==> config.mk <==
export PLATFORM = sky130hd
export DESIGN_NAME = pattern_scheduler_flat
export DESIGN_NICKNAME = d
export VERILOG_FILES = /design/src/rtl/pattern_scheduler_if.sv /design/src/rtl/pattern_scheduler.sv /design/src/flat_wrapper.sv
export SDC_FILE = /design/constraint.sdc
export NUM_CORES = 1
export LEC_CHECK = 0
export ABC_AREA = 1
export CAP_MARGIN = 25
export CORE_ASPECT_RATIO = 1.2
export CORE_MARGIN = 3
export CORE_UTILIZATION = 45
export CTS_CLUSTER_SIZE = 12
export DETAILED_ROUTE_END_ITERATION = 6
export PLACE_DENSITY_LB_ADDON = 0.08
export RECOVER_POWER = 25
export SKIP_CTS_REPAIR_TIMING = 1
export SYNTH_ARGS = -nofsm -noshare
export SYNTH_HDL_FRONTEND = slang
export SYNTH_SLANG_ARGS = --single-unit
==> constraint.sdc <==
create_clock -name C -period 1.8 [get_ports C]
set_input_delay 0.36 -clock C [delete_from_list [all_inputs] [get_ports C]]
set_output_delay 0.36 -clock C [all_outputs]
set_load 0.1 [all_outputs]
==> src/rtl/pattern_scheduler_if.sv <==
// pattern_scheduler_if: control, ROM and chain-side signals of the beat-rate
// pattern scheduler, bundled so the scheduler and its environment connect
// through one port.
//   master : the environment (drives START/PAUSE/ABORT and ROM_DATA,
//            observes everything the scheduler produces)
//   slave  : the scheduler itself
// Signals:
//   START     1       one-cycle start pulse
//   PAUSE     1       level, freezes the beat divider
//   ABORT     1       one-cycle pulse, return to idle
//   ROM_DATA  4       registered beatmap ROM data
//   ROM_ADDR  ADDR_W  beatmap ROM address
//   PAT       4       pattern presented to the register chain
//   SHIFT     1       chain load strobe
//   BEAT      1       beat tick pulse
//   BUSY      1       song in progress
//   DONE      1       flush finished
//   BEAT_IDX  ADDR_W  index of last pattern shifted
interface pattern_scheduler_if #(
  parameter int unsigned ADDR_W = 8
);
  logic              START;
  logic              PAUSE;
  logic              ABORT;
  logic [3:0]        ROM_DATA;
  logic [ADDR_W-1:0] ROM_ADDR;
  logic [3:0]        PAT;
  logic              SHIFT;
  logic              BEAT;
  logic              BUSY;
  logic              DONE;
  logic [ADDR_W-1:0] BEAT_IDX;

  modport master (
    output START, PAUSE, ABORT, ROM_DATA,
    input  ROM_ADDR, PAT, SHIFT, BEAT, BUSY, DONE, BEAT_IDX
  );

  modport slave (
    input  START, PAUSE, ABORT, ROM_DATA,
    output ROM_ADDR, PAT, SHIFT, BEAT, BUSY, DONE, BEAT_IDX
  );
endinterface

==> src/rtl/pattern_scheduler.sv <==
// pattern_scheduler: beat-rate sequencer for the falling-note lane chain.
// Every BEAT_DIV unpaused cycles it fetches one 4-bit lane pattern from the
// registered beatmap ROM and loads it into the pattern register chain with a
// one-cycle SHIFT strobe, two cycles after the BEAT pulse. After the last
// pattern it pushes DEPTH empty patterns to flush the chain, then raises DONE.
// Ports:
//   C       clock, rising edge
//   INIT_N  asynchronous active-low reset
//   bus     pattern_scheduler_if.slave (START/PAUSE/ABORT/ROM_DATA in,
//           ROM_ADDR/PAT/SHIFT/BEAT/BUSY/DONE/BEAT_IDX out)
// Build option:
//   PATTERN_SCHED_LOOP_EN  when defined the song wraps back to pattern 0
//                          forever; no flush, DONE never rises.
module pattern_scheduler #(
  parameter int unsigned BEAT_DIV = 12_500_000,
  parameter int unsigned ADDR_W   = 8,
  parameter int unsigned SONG_LEN = 200,
  parameter int unsigned DEPTH    = 8
) (
  input  logic                C,
  input  logic                INIT_N,
  pattern_scheduler_if.slave  bus
);

  localparam int unsigned DIV_W = $clog2(BEAT_DIV);
  localparam int unsigned FL_W  = $clog2(DEPTH + 1);

  localparam logic [DIV_W-1:0]  DIV_LAST  = DIV_W'(BEAT_DIV - 1);
  localparam logic [ADDR_W-1:0] ADDR_LAST = ADDR_W'(SONG_LEN - 1);
  localparam logic [FL_W-1:0]   FL_LAST   = FL_W'(DEPTH);

  localparam logic [2:0] S_IDLE  = 3'd0;
  localparam logic [2:0] S_COUNT = 3'd1;
  localparam logic [2:0] S_FETCH = 3'd2;
  localparam logic [2:0] S_LOAD  = 3'd3;
  localparam logic [2:0] S_DRAIN = 3'd4;
  localparam logic [2:0] S_FIN   = 3'd5;

  logic [2:0]        state;
  logic [DIV_W-1:0]  div;
  logic [ADDR_W-1:0] addr;
  logic [FL_W-1:0]   flush;
  logic              pend;
  logic [3:0]        pat;
  logic              shift;
  logic              beat;
  logic              busy;
  logic              done;
  logic [ADDR_W-1:0] idx;
  logic              beat_tick;
  logic              start_ok;

  // beat_tick is the wrap cycle of the divider; BEAT is its registered copy,
  // so FETCH coincides with BEAT and LOAD follows, giving SHIFT at BEAT+2.
  assign beat_tick = busy && !bus.PAUSE && (div == DIV_LAST);
  assign start_ok  = bus.START && ((state == S_IDLE) || (state == S_FIN));

  always_ff @(posedge C or negedge INIT_N) begin
    if (!INIT_N) begin
      div  <= '0;
      beat <= 1'b0;
    end else if (bus.ABORT || start_ok) begin
      div  <= '0;
      beat <= 1'b0;
    end else begin
      beat <= beat_tick;
      if (busy && !bus.PAUSE) begin
        div <= beat_tick ? '0 : div + 1'b1;
      end
    end
  end

  always_ff @(posedge C or negedge INIT_N) begin
    if (!INIT_N) begin
      state <= S_IDLE;
      addr  <= '0;
      flush <= '0;
      pend  <= 1'b0;
      pat   <= '0;
      shift <= 1'b0;
      busy  <= 1'b0;
      done  <= 1'b0;
      idx   <= '0;
    end else if (bus.ABORT) begin
      state <= S_IDLE;
      addr  <= '0;
      flush <= '0;
      pend  <= 1'b0;
      pat   <= '0;
      shift <= 1'b0;
      busy  <= 1'b0;
      done  <= 1'b0;
    end else begin
      shift <= 1'b0;
      pend  <= 1'b0;
      case (state)
        S_IDLE, S_FIN: begin
          if (bus.START) begin
            addr  <= '0;
            flush <= '0;
            done  <= 1'b0;
            busy  <= 1'b1;
            state <= S_COUNT;
          end
        end
        S_COUNT: begin
          if (beat_tick) state <= S_FETCH;
        end
        S_FETCH: begin
          state <= S_LOAD;
        end
        S_LOAD: begin
          pat   <= bus.ROM_DATA;
          shift <= 1'b1;
          idx   <= addr;
          if (addr == ADDR_LAST) begin
`ifdef PATTERN_SCHED_LOOP_EN
            addr  <= '0;
            state <= S_COUNT;
`else
            flush <= '0;
            state <= S_DRAIN;
`endif
          end else begin
            addr  <= addr + 1'b1;
            state <= S_COUNT;
          end
        end
        S_DRAIN: begin
          // Flush shifts mirror the FETCH/LOAD timing: BEAT -> pend -> SHIFT.
          pend <= beat;
          if (pend) begin
            pat   <= '0;
            shift <= 1'b1;
            flush <= flush + 1'b1;
          end else if (flush == FL_LAST) begin
            busy  <= 1'b0;
            done  <= 1'b1;
            state <= S_FIN;
          end
        end
        default: state <= S_IDLE;
      endcase
    end
  end

  assign bus.ROM_ADDR = addr;
  assign bus.PAT      = pat;
  assign bus.SHIFT    = shift;
  assign bus.BEAT     = beat;
  assign bus.BUSY     = busy;
  assign bus.DONE     = done;
  assign bus.BEAT_IDX = idx;

endmodule

==> src/flat_wrapper.sv <==
// flat-port wrapper written by rule: the top's interface ports become plain ports
module pattern_scheduler_flat 
#(
  parameter int unsigned BEAT_DIV = 12_500_000,
  parameter int unsigned ADDR_W   = 8,
  parameter int unsigned SONG_LEN = 200,
  parameter int unsigned DEPTH    = 8
)
  (C, INIT_N, bus_START, bus_PAUSE, bus_ABORT, bus_ROM_DATA, bus_ROM_ADDR, bus_PAT, bus_SHIFT, bus_BEAT, bus_BUSY, bus_DONE, bus_BEAT_IDX);
  pattern_scheduler_if #(.ADDR_W(ADDR_W)) bus_i ();
  input  logic C;
  input  logic INIT_N;
  input wire logic [$bits(bus_i.START)-1:0] bus_START;
  input wire logic [$bits(bus_i.PAUSE)-1:0] bus_PAUSE;
  input wire logic [$bits(bus_i.ABORT)-1:0] bus_ABORT;
  input wire logic [$bits(bus_i.ROM_DATA)-1:0] bus_ROM_DATA;
  output wire logic [$bits(bus_i.ROM_ADDR)-1:0] bus_ROM_ADDR;
  output wire logic [$bits(bus_i.PAT)-1:0] bus_PAT;
  output wire logic [$bits(bus_i.SHIFT)-1:0] bus_SHIFT;
  output wire logic [$bits(bus_i.BEAT)-1:0] bus_BEAT;
  output wire logic [$bits(bus_i.BUSY)-1:0] bus_BUSY;
  output wire logic [$bits(bus_i.DONE)-1:0] bus_DONE;
  output wire logic [$bits(bus_i.BEAT_IDX)-1:0] bus_BEAT_IDX;
  assign bus_i.START = bus_START;
  assign bus_i.PAUSE = bus_PAUSE;
  assign bus_i.ABORT = bus_ABORT;
  assign bus_i.ROM_DATA = bus_ROM_DATA;
  assign bus_ROM_ADDR = bus_i.ROM_ADDR;
  assign bus_PAT = bus_i.PAT;
  assign bus_SHIFT = bus_i.SHIFT;
  assign bus_BEAT = bus_i.BEAT;
  assign bus_BUSY = bus_i.BUSY;
  assign bus_DONE = bus_i.DONE;
  assign bus_BEAT_IDX = bus_i.BEAT_IDX;
  pattern_scheduler #(.BEAT_DIV(BEAT_DIV), .ADDR_W(ADDR_W), .SONG_LEN(SONG_LEN), .DEPTH(DEPTH)) u_core (.C(C), .INIT_N(INIT_N), .bus(bus_i));
endmodule
==> results of run 1 <==
## power groups by stage
stage	registers, mW	clock network (mW)	logic, mW
global placement	1.54	0	1.80
finish	1.52	0.727	1.80
detailed placement	1.55	0	1.81
CTS	1.52	0.763	1.81
global route	1.54	0.797	1.91
floorplan	2.18	0	0.475
## logic make-up after synthesis
family / after synthesis
fa+ha+maj: 4
buf+inv: 64
compound gates: 49
flops: 56
simple gates: 311
xor+xnor: 2
## state kept, by name, summed over array words and instances (netlist names)
name / cells
u_core.state: 3
u_core.pend: 1
u_core.bus.BUSY: 1
u_core.bus.DONE: 1
u_core.flush: 4
u_core.div: 24
u_core.bus.PAT: 4
u_core.bus.BEAT: 1
u_core.bus.SHIFT: 1
u_core.bus.ROM_ADDR: 8
u_core.bus.BEAT_IDX: 8
## cell usage in the layout (no fill, tap or decap), types with 10 or more instances in the layout
cell type and n:
nand2_1 167, dfrtp_1 52, inv_1 51, nor2_1 51, nand3_1 36, o21ai_0 27
buf_12 24, buf_4 24, nand4_1 20, o21ai_1 10
## through the flow
stage / utilization / std cells / hold WS, ps
final: 0.5911 / 635 / 457.0
after floorplan: - / 486 / 64.41
after CTS: 0.5898 / 634 / 44.50
after detailed placement: 0.5769 / 626 / 386.5
after global routing: 0.5911 / 635 / 582.8
after global placement: 0.5769 / 626 / 386.7
## synthesized netlist by cell type (all sizes together)
master,count,area [sq um]
nand3b,2,15.01
buf,5,40.04
and2,1,6.260
nand3,43,260.3
a21oi,7,35.03
inv,57,216.5
o21a,1,7.510
nor3b,1,7.510
o21bai,1,7.510
nor4,2,12.51
nor2,60,265.3
or2,2,12.51
xor2,2,17.52
nand4,20,125.1
a211oi,1,7.510
clkbuf,1,3.750
dfrtp,56,1401
ha,4,50.05
nand2,172,658.1
o21ai,38,193.9
o211ai,1,7.510
clkinv,1,8.760
nor3,8,40.04
## cell type report
| class | instances | area share |
|---|---|---|
| clock buffer | 7 | 0.01996 |
| inverter | 58 | 0.05207 |
| multi-input combinational | 366 | 0.4038 |
| tap | 90 | 0.02603 |
| clock inverter | 1 | 0.001736 |
| sequential | 56 | 0.3251 |
| timing repair buffer | 57 | 0.1712 |
## path summary, 6_finish.rpt
kind                                        startpoint                     end  slack, ps  cells after the start
min in group C                  u_core.bus.BEAT_IDX[6]  u_core.bus.BEAT_IDX[6]        550                      2
max in group asynchronous                       INIT_N  u_core.bus.ROM_ADDR[7]        410                      2
worst max-delay path                     u_core.div[0]          u_core.div[10]        140                      8
worst min-delay path                            INIT_N         u_core.flush[2]        460                      2
worst min register to register  u_core.bus.BEAT_IDX[6]  u_core.bus.BEAT_IDX[6]        550                      2
worst max register to register           u_core.div[0]          u_core.div[10]        140                      8
## routing by layer
layer | vias to the layer above | part of all wire | GRT usage
li1 | 1672 | - | -
met3 | 15 | 0.026 | 0.02766
met1 | 1533 | 0.42 | 0.2469
met2 | 57 | 0.54 | 0.3906
met5 | - | 0 | 0
met4 | 0 | 0.021 | 0.07552
## critical path, delay by kind of cell, from the launching register on
family / cells / cell delay, ps
AOI/OAI and AO/OA: 1 / 140
adders and majority gates: 1 / 210
buffers and inverters: 1 / 140
DFF: 1 / 420
and+or+nand+nor: 5 / 680
==> results.md, run 1 <==
* CP max stage delay at 420 ps
* Area Overhead vs Synth at 27.24%
* Peak VDD IR at 755.5 uV
* Crit share post-route at 0.9242
* IO Port Bufs at 32
* Vias in the first global route at 3204
* Post-Syn Area at 3400 sq um
* Synth Area in Adders at 0.01472
* Worst-path fanout max at 5
* Cell Area, Placed at 4222 sq um
* Syn nets at 499
* H-tree depth at 2
* Max Clock Freq at 601.1 MHz
* Multi-input gate area in the final layout at 1747 sq um
* Clock Pin Slew Worst Setup and Hold Paths at 100 ps
* Nets at 557
* DRT Wirelength at 8.648 mm
* Crit path time final at 1663 ps
* Gr ovfl total at 0
* Synth Warn # at 0
* Sequential area share after synthesis at 0.4122
* Synth Area in Compound Gates at 0.07619
* PD cells at 936.6 nW/um^2
* Initial Utilization at 0.4646
* Ant. Diodes at 0
* Largest net degree at the start of global routing at 57
* WP data arrival at 1900 ps
* Drt first pass iters at 4
* Synth Register Bits at 56
* Comb power frac at 0.445
* P_leak at 1.946 nW
* Worst setup margin at 136.5 ps
* CTS root buf: clkbuf_8
* Vias at 3277
* Count of different cell masters after synthesis at 34
* Largest family of logic cells by synthesized area: simple AND/OR/NAND/NOR gates
* Hold WC Path Type: in -> async
* Sw power at 1.767 mW
* Drt drc at 0
* Status: finished clean
* Worst setup path class: reg -> reg
* Detailed Place HPWL at 6.742 mm
* CTS tree: built
* Antenna violations before repair at 0
* Synth Instances at 486
* Clock Tree Buf Depth at 2
* Setup TNS at 0 ps
* I/O Pins at 33
* Slew @ Worst Pin at 1407 ps
* Iter 0 DRT Violations at 168
* Design area at 4325 sq um
* Die Height at 101.2 um
* Critical-path cell list: ha_1, nand2_1, nor2_4, nand3_2, nor2_4, buf_4, nand3_1, a21oi_1
* Xor-xnor portion of the synthesized cell area at 0.005153
* Clock power share at 0.179
* Setup violations, final at 0
* Sequential Power Share at 0.376
* Clk sinks at 56
* Most used cell, CP: nor2_4
* # rows at 34
* Die Area at 8638 sq um
* Startpoint Class: flop
* Register area at 1406 sq um
* RePlAce Congestion at 0.9005
* Clock Skews at 8.251 ps
* Total power at 4.051 mW
* MaxCap Viol Count at 0
* Critical Path Slowest Stage Cell: dfrtp_1
* Share of cells above drive strength 1 at 0.1706
* Pre-CTS setup slack at -117.9 ps
* Gr usage total at 0.2104
* Die Span X at 85.35 um
* Core ar. at 7317 sq um
* Slew headroom at 0.06231
* Fillers at 694
* Latest clock arrival within the worst-skew pair at 310 ps
* Detail Route Antenna Nets at 0
* Num CTS Buffers at 5
* Synth Area per Inst at 6.995 sq um
* Internal power at 2.284 mW
* Simple-gate portion of the synthesized area at 0.4126
* Wire length of the first global-routing pass at 14.78 mm
* Wire length per cell at 13.62 um
* Final slew viol count at 0
* Sw frac at 0.4362
* Mux share of post-synthesis cell area at 0
* Required time of the critical path at 2040 ps
* Crit. End Element: flop
* Unrepaired setup endpoints after global routing: false
* Count of final hold-check violations at 0
* Via-to-Cell Ratio at 5.161
Note: power is estimated with default switching activity, not from simulation.
==> run 2, diff against run 1 <==
--- a/config.mk
+++ b/config.mk
@@ -9,7 +9,7 @@
 export CAP_MARGIN = 25
 export CORE_ASPECT_RATIO = 1.2
 export CORE_MARGIN = 3
-export CORE_UTILIZATION = 45
+export CORE_UTILIZATION = 47
 export CTS_CLUSTER_SIZE = 12
 export DETAILED_ROUTE_END_ITERATION = 6
 export PLACE_DENSITY_LB_ADDON = 0.08
==> run 2 against run 1 <==
  * Non-clock buffer count up 3
  * Wire length up 4.1%
  * Core utilization up 3.6 points
  * Via count up 3.1%
  * Register-to-register slack worse by 30 ps
  * Combinational power about the same
  * Sequential power about the same
  * Worst setup slack worse by 30 ps
  * Final area up 0.61%
  * Global-route usage up 1.6 points
  * Clock power up 4.8%
  * Total power up 1.3%
  * Largest cell class unchanged
  * Largest power group unchanged
==> results.md, run 2 (synthesized netlist as in run 1, its figures left out) <==
* Die Span X at 83.64 um (-2.0%)
* Post-route insts no fill at 635 (unchanged)
* Crit. End Element: flop
* IO Port Bufs at 32 (unchanged)
* Gr usage total at 0.2260 (+0.01557)
* P_leak at 1.969 nW (+1.2%)
* Die Height at 99.17 um (-2.0%)
* Hold Slack at 442.0 ps (-15.01 ps)
* Clock Skews at 19.66 ps (+11.41 ps)
* Clk sinks at 56 (unchanged)
* Routed metal-1 wirelength at 3.657 mm (+1.3%)
* Detailed Place HPWL at 6.967 mm (+3.3%)
* PD cells at 942.8 nW/um^2 (+0.67%)
* Initial Utilization at 0.4901 (+0.02548)
* RePlAce Congestion at 0.9380 (+4.2%)
* Crit share post-route at 0.9406 (+0.01648)
* Count of final hold-check violations at 0 (unchanged)
* Latest clock arrival within the worst-skew pair at 320 ps (about the same)
* Antenna violations before repair at 0 (unchanged)
* Commonest non-fill, non-tap cell in the layout: nand2_1
* Slew headroom at 0.05599 (-0.006325)
* Status: finished clean
* Final slew viol count at 0 (unchanged)
* Max Clock Freq at 590.6 MHz (-1.8%)
* Die Area at 8294 sq um (-4.0%)
* Vias in the first global route at 3245 (+1.3%)
* Worst-path fanout max at 5 (unchanged)
* Vias at 3377 (+3.1%)
* Core ar. at 6937 sq um (-5.2%)
* Startpoint Class: flop
* Cell Area, Placed at 4240 sq um (+0.44%)
* DR WL met3 at 357 um (+59%)
* Crit path time final at 1693 ps (+29.66 ps)
* Slew @ Worst Pin at 1416 ps (+9.487 ps)
* Wire length of the first global-routing pass at 15.29 mm (+3.5%)
* Nets at 560 (+0.54%)
* Clock Pin Slew Worst Setup and Hold Paths at 120 ps (+20 ps)
* Clock Tree Buf Depth at 2 (unchanged)
* Largest register by flop count: u_core.div
* Fillers at 632 (-8.9%)
* Drt first pass iters at 7 (+3)
* Worst setup path class: reg -> reg
* Detail Route Antenna Nets at 0 (unchanged)
* WP data arrival at 1890 ps (about the same)
* Wire length per cell at 14.18 um (+4.1%)
* CTS root buf: clkbuf_8
* DRT Wirelength at 9.005 mm (+4.1%)
* Met2 wire length at 4.762 mm (+2.8%)
* Peak VDD IR at 1046 uV (+38%)
* Ant. Diodes at 0 (unchanged)
* Setup TNS at 0 ps (unchanged)
* Total power at 4.103 mW (+1.3%)
* Pre-CTS setup slack at -41.58 ps (+76.33 ps)
* Largest net degree at the start of global routing at 57 (unchanged)
* Hold WC Path Type: in -> async
* Most frequent cells in the layout: nand2_1, dfrtp_1, inv_1, nor2_1, nand3_1
* Via-to-Cell Ratio at 5.318 (+3.1%)
* I/O Pins at 33 (unchanged)
* End-of-flow core utilization at 0.6273 (+0.03620)
* Largest register FFs at 24 (unchanged)
* Worst setup margin at 106.8 ps (-29.66 ps)
* Area Overhead vs Synth at 28.01%
* Iter 0 DRT Violations at 162 (-3.6%)
* Top sig layer: met4
* Design area at 4352 sq um (+0.61%)
* Setup violations, final at 0 (unchanged)
* Drt drc at 0 (unchanged)
* Num CTS Buffers at 5 (unchanged)
* Gr ovfl total at 0 (unchanged)
* DP Cell Count at 626 (unchanged)
* CTS tree: built
* MaxCap Viol Count at 0 (unchanged)
* Unrepaired setup endpoints after global routing: true
* H-tree depth at 2 (unchanged)
* # rows at 33 (-2.9%)
* Required time of the critical path at 2000 ps (-40 ps)
* Share of cells above drive strength 1 at 0.1788 (+0.008190)
-- run 2: cell types whose count changed in the layout (fill, tap and decap cells not counted) --
cell	previous run	this run
buf_4	24	27
clkbuf_1	1	0
clkinv_2	0	1
clkinvlp_4	1	0
inv_6	0	1
nand3_1	36	35
nand3_2	5	6
-- run 2: final timing paths --
kind	slack, ps	startpoint	cells past startpoint	to
worst max-delay path	110	u_core.div[11]	8	u_core.div[20]
worst max register to register	110	u_core.div[11]	8	u_core.div[20]
max in group asynchronous	420	INIT_N	2	u_core.bus.ROM_ADDR[1]
min in group C	550	u_core.bus.BEAT_IDX[1]	2	u_core.bus.BEAT_IDX[1]
worst min-delay path	440	INIT_N	2	u_core.flush[3]
worst min register to register	550	u_core.bus.BEAT_IDX[1]	2	u_core.bus.BEAT_IDX[1]
-- run 2: worst max-delay path, stage by stage, from the launching register on --
cell     delay, ps
dfrtp_1        450
nand2_1        170
nor2_1         220
nand2_1         70
nor2_1         230
nand2_1         80
nand2_1         70
nand2_1         50
o21ai_0        230
-- run 2: routing by layer --
metal	track usage	vias to the layer above
met4	0.08168	0
met2	0.4152	88
met5	0	-
li1	-	1686
met3	0.02651	18
met1	0.2716	1585
-- run 2: final cells by class --
cell class | count | area [sq um] | share of cell area
Clock buffer | 6 | 82.58 | 0.01898
Inverter | 58 | 225.2 | 0.05175
Timing Repair Buffer | 60 | 763.2 | 0.1754
Clock inverter | 2 | 13.76 | 0.003163
Tap cell | 87 | 108.9 | 0.02501
Multi-Input combinational cell | 366 | 1752 | 0.4025
Sequential cell | 56 | 1406 | 0.3232
-- run 2: power breakdown --
group / internal [mW] / total [mW] / switching [mW]
clock: 0.317 / 0.762 / 0.445
combinational: 0.610 / 1.82 / 1.21
sequential: 1.38 / 1.52 / 0.144
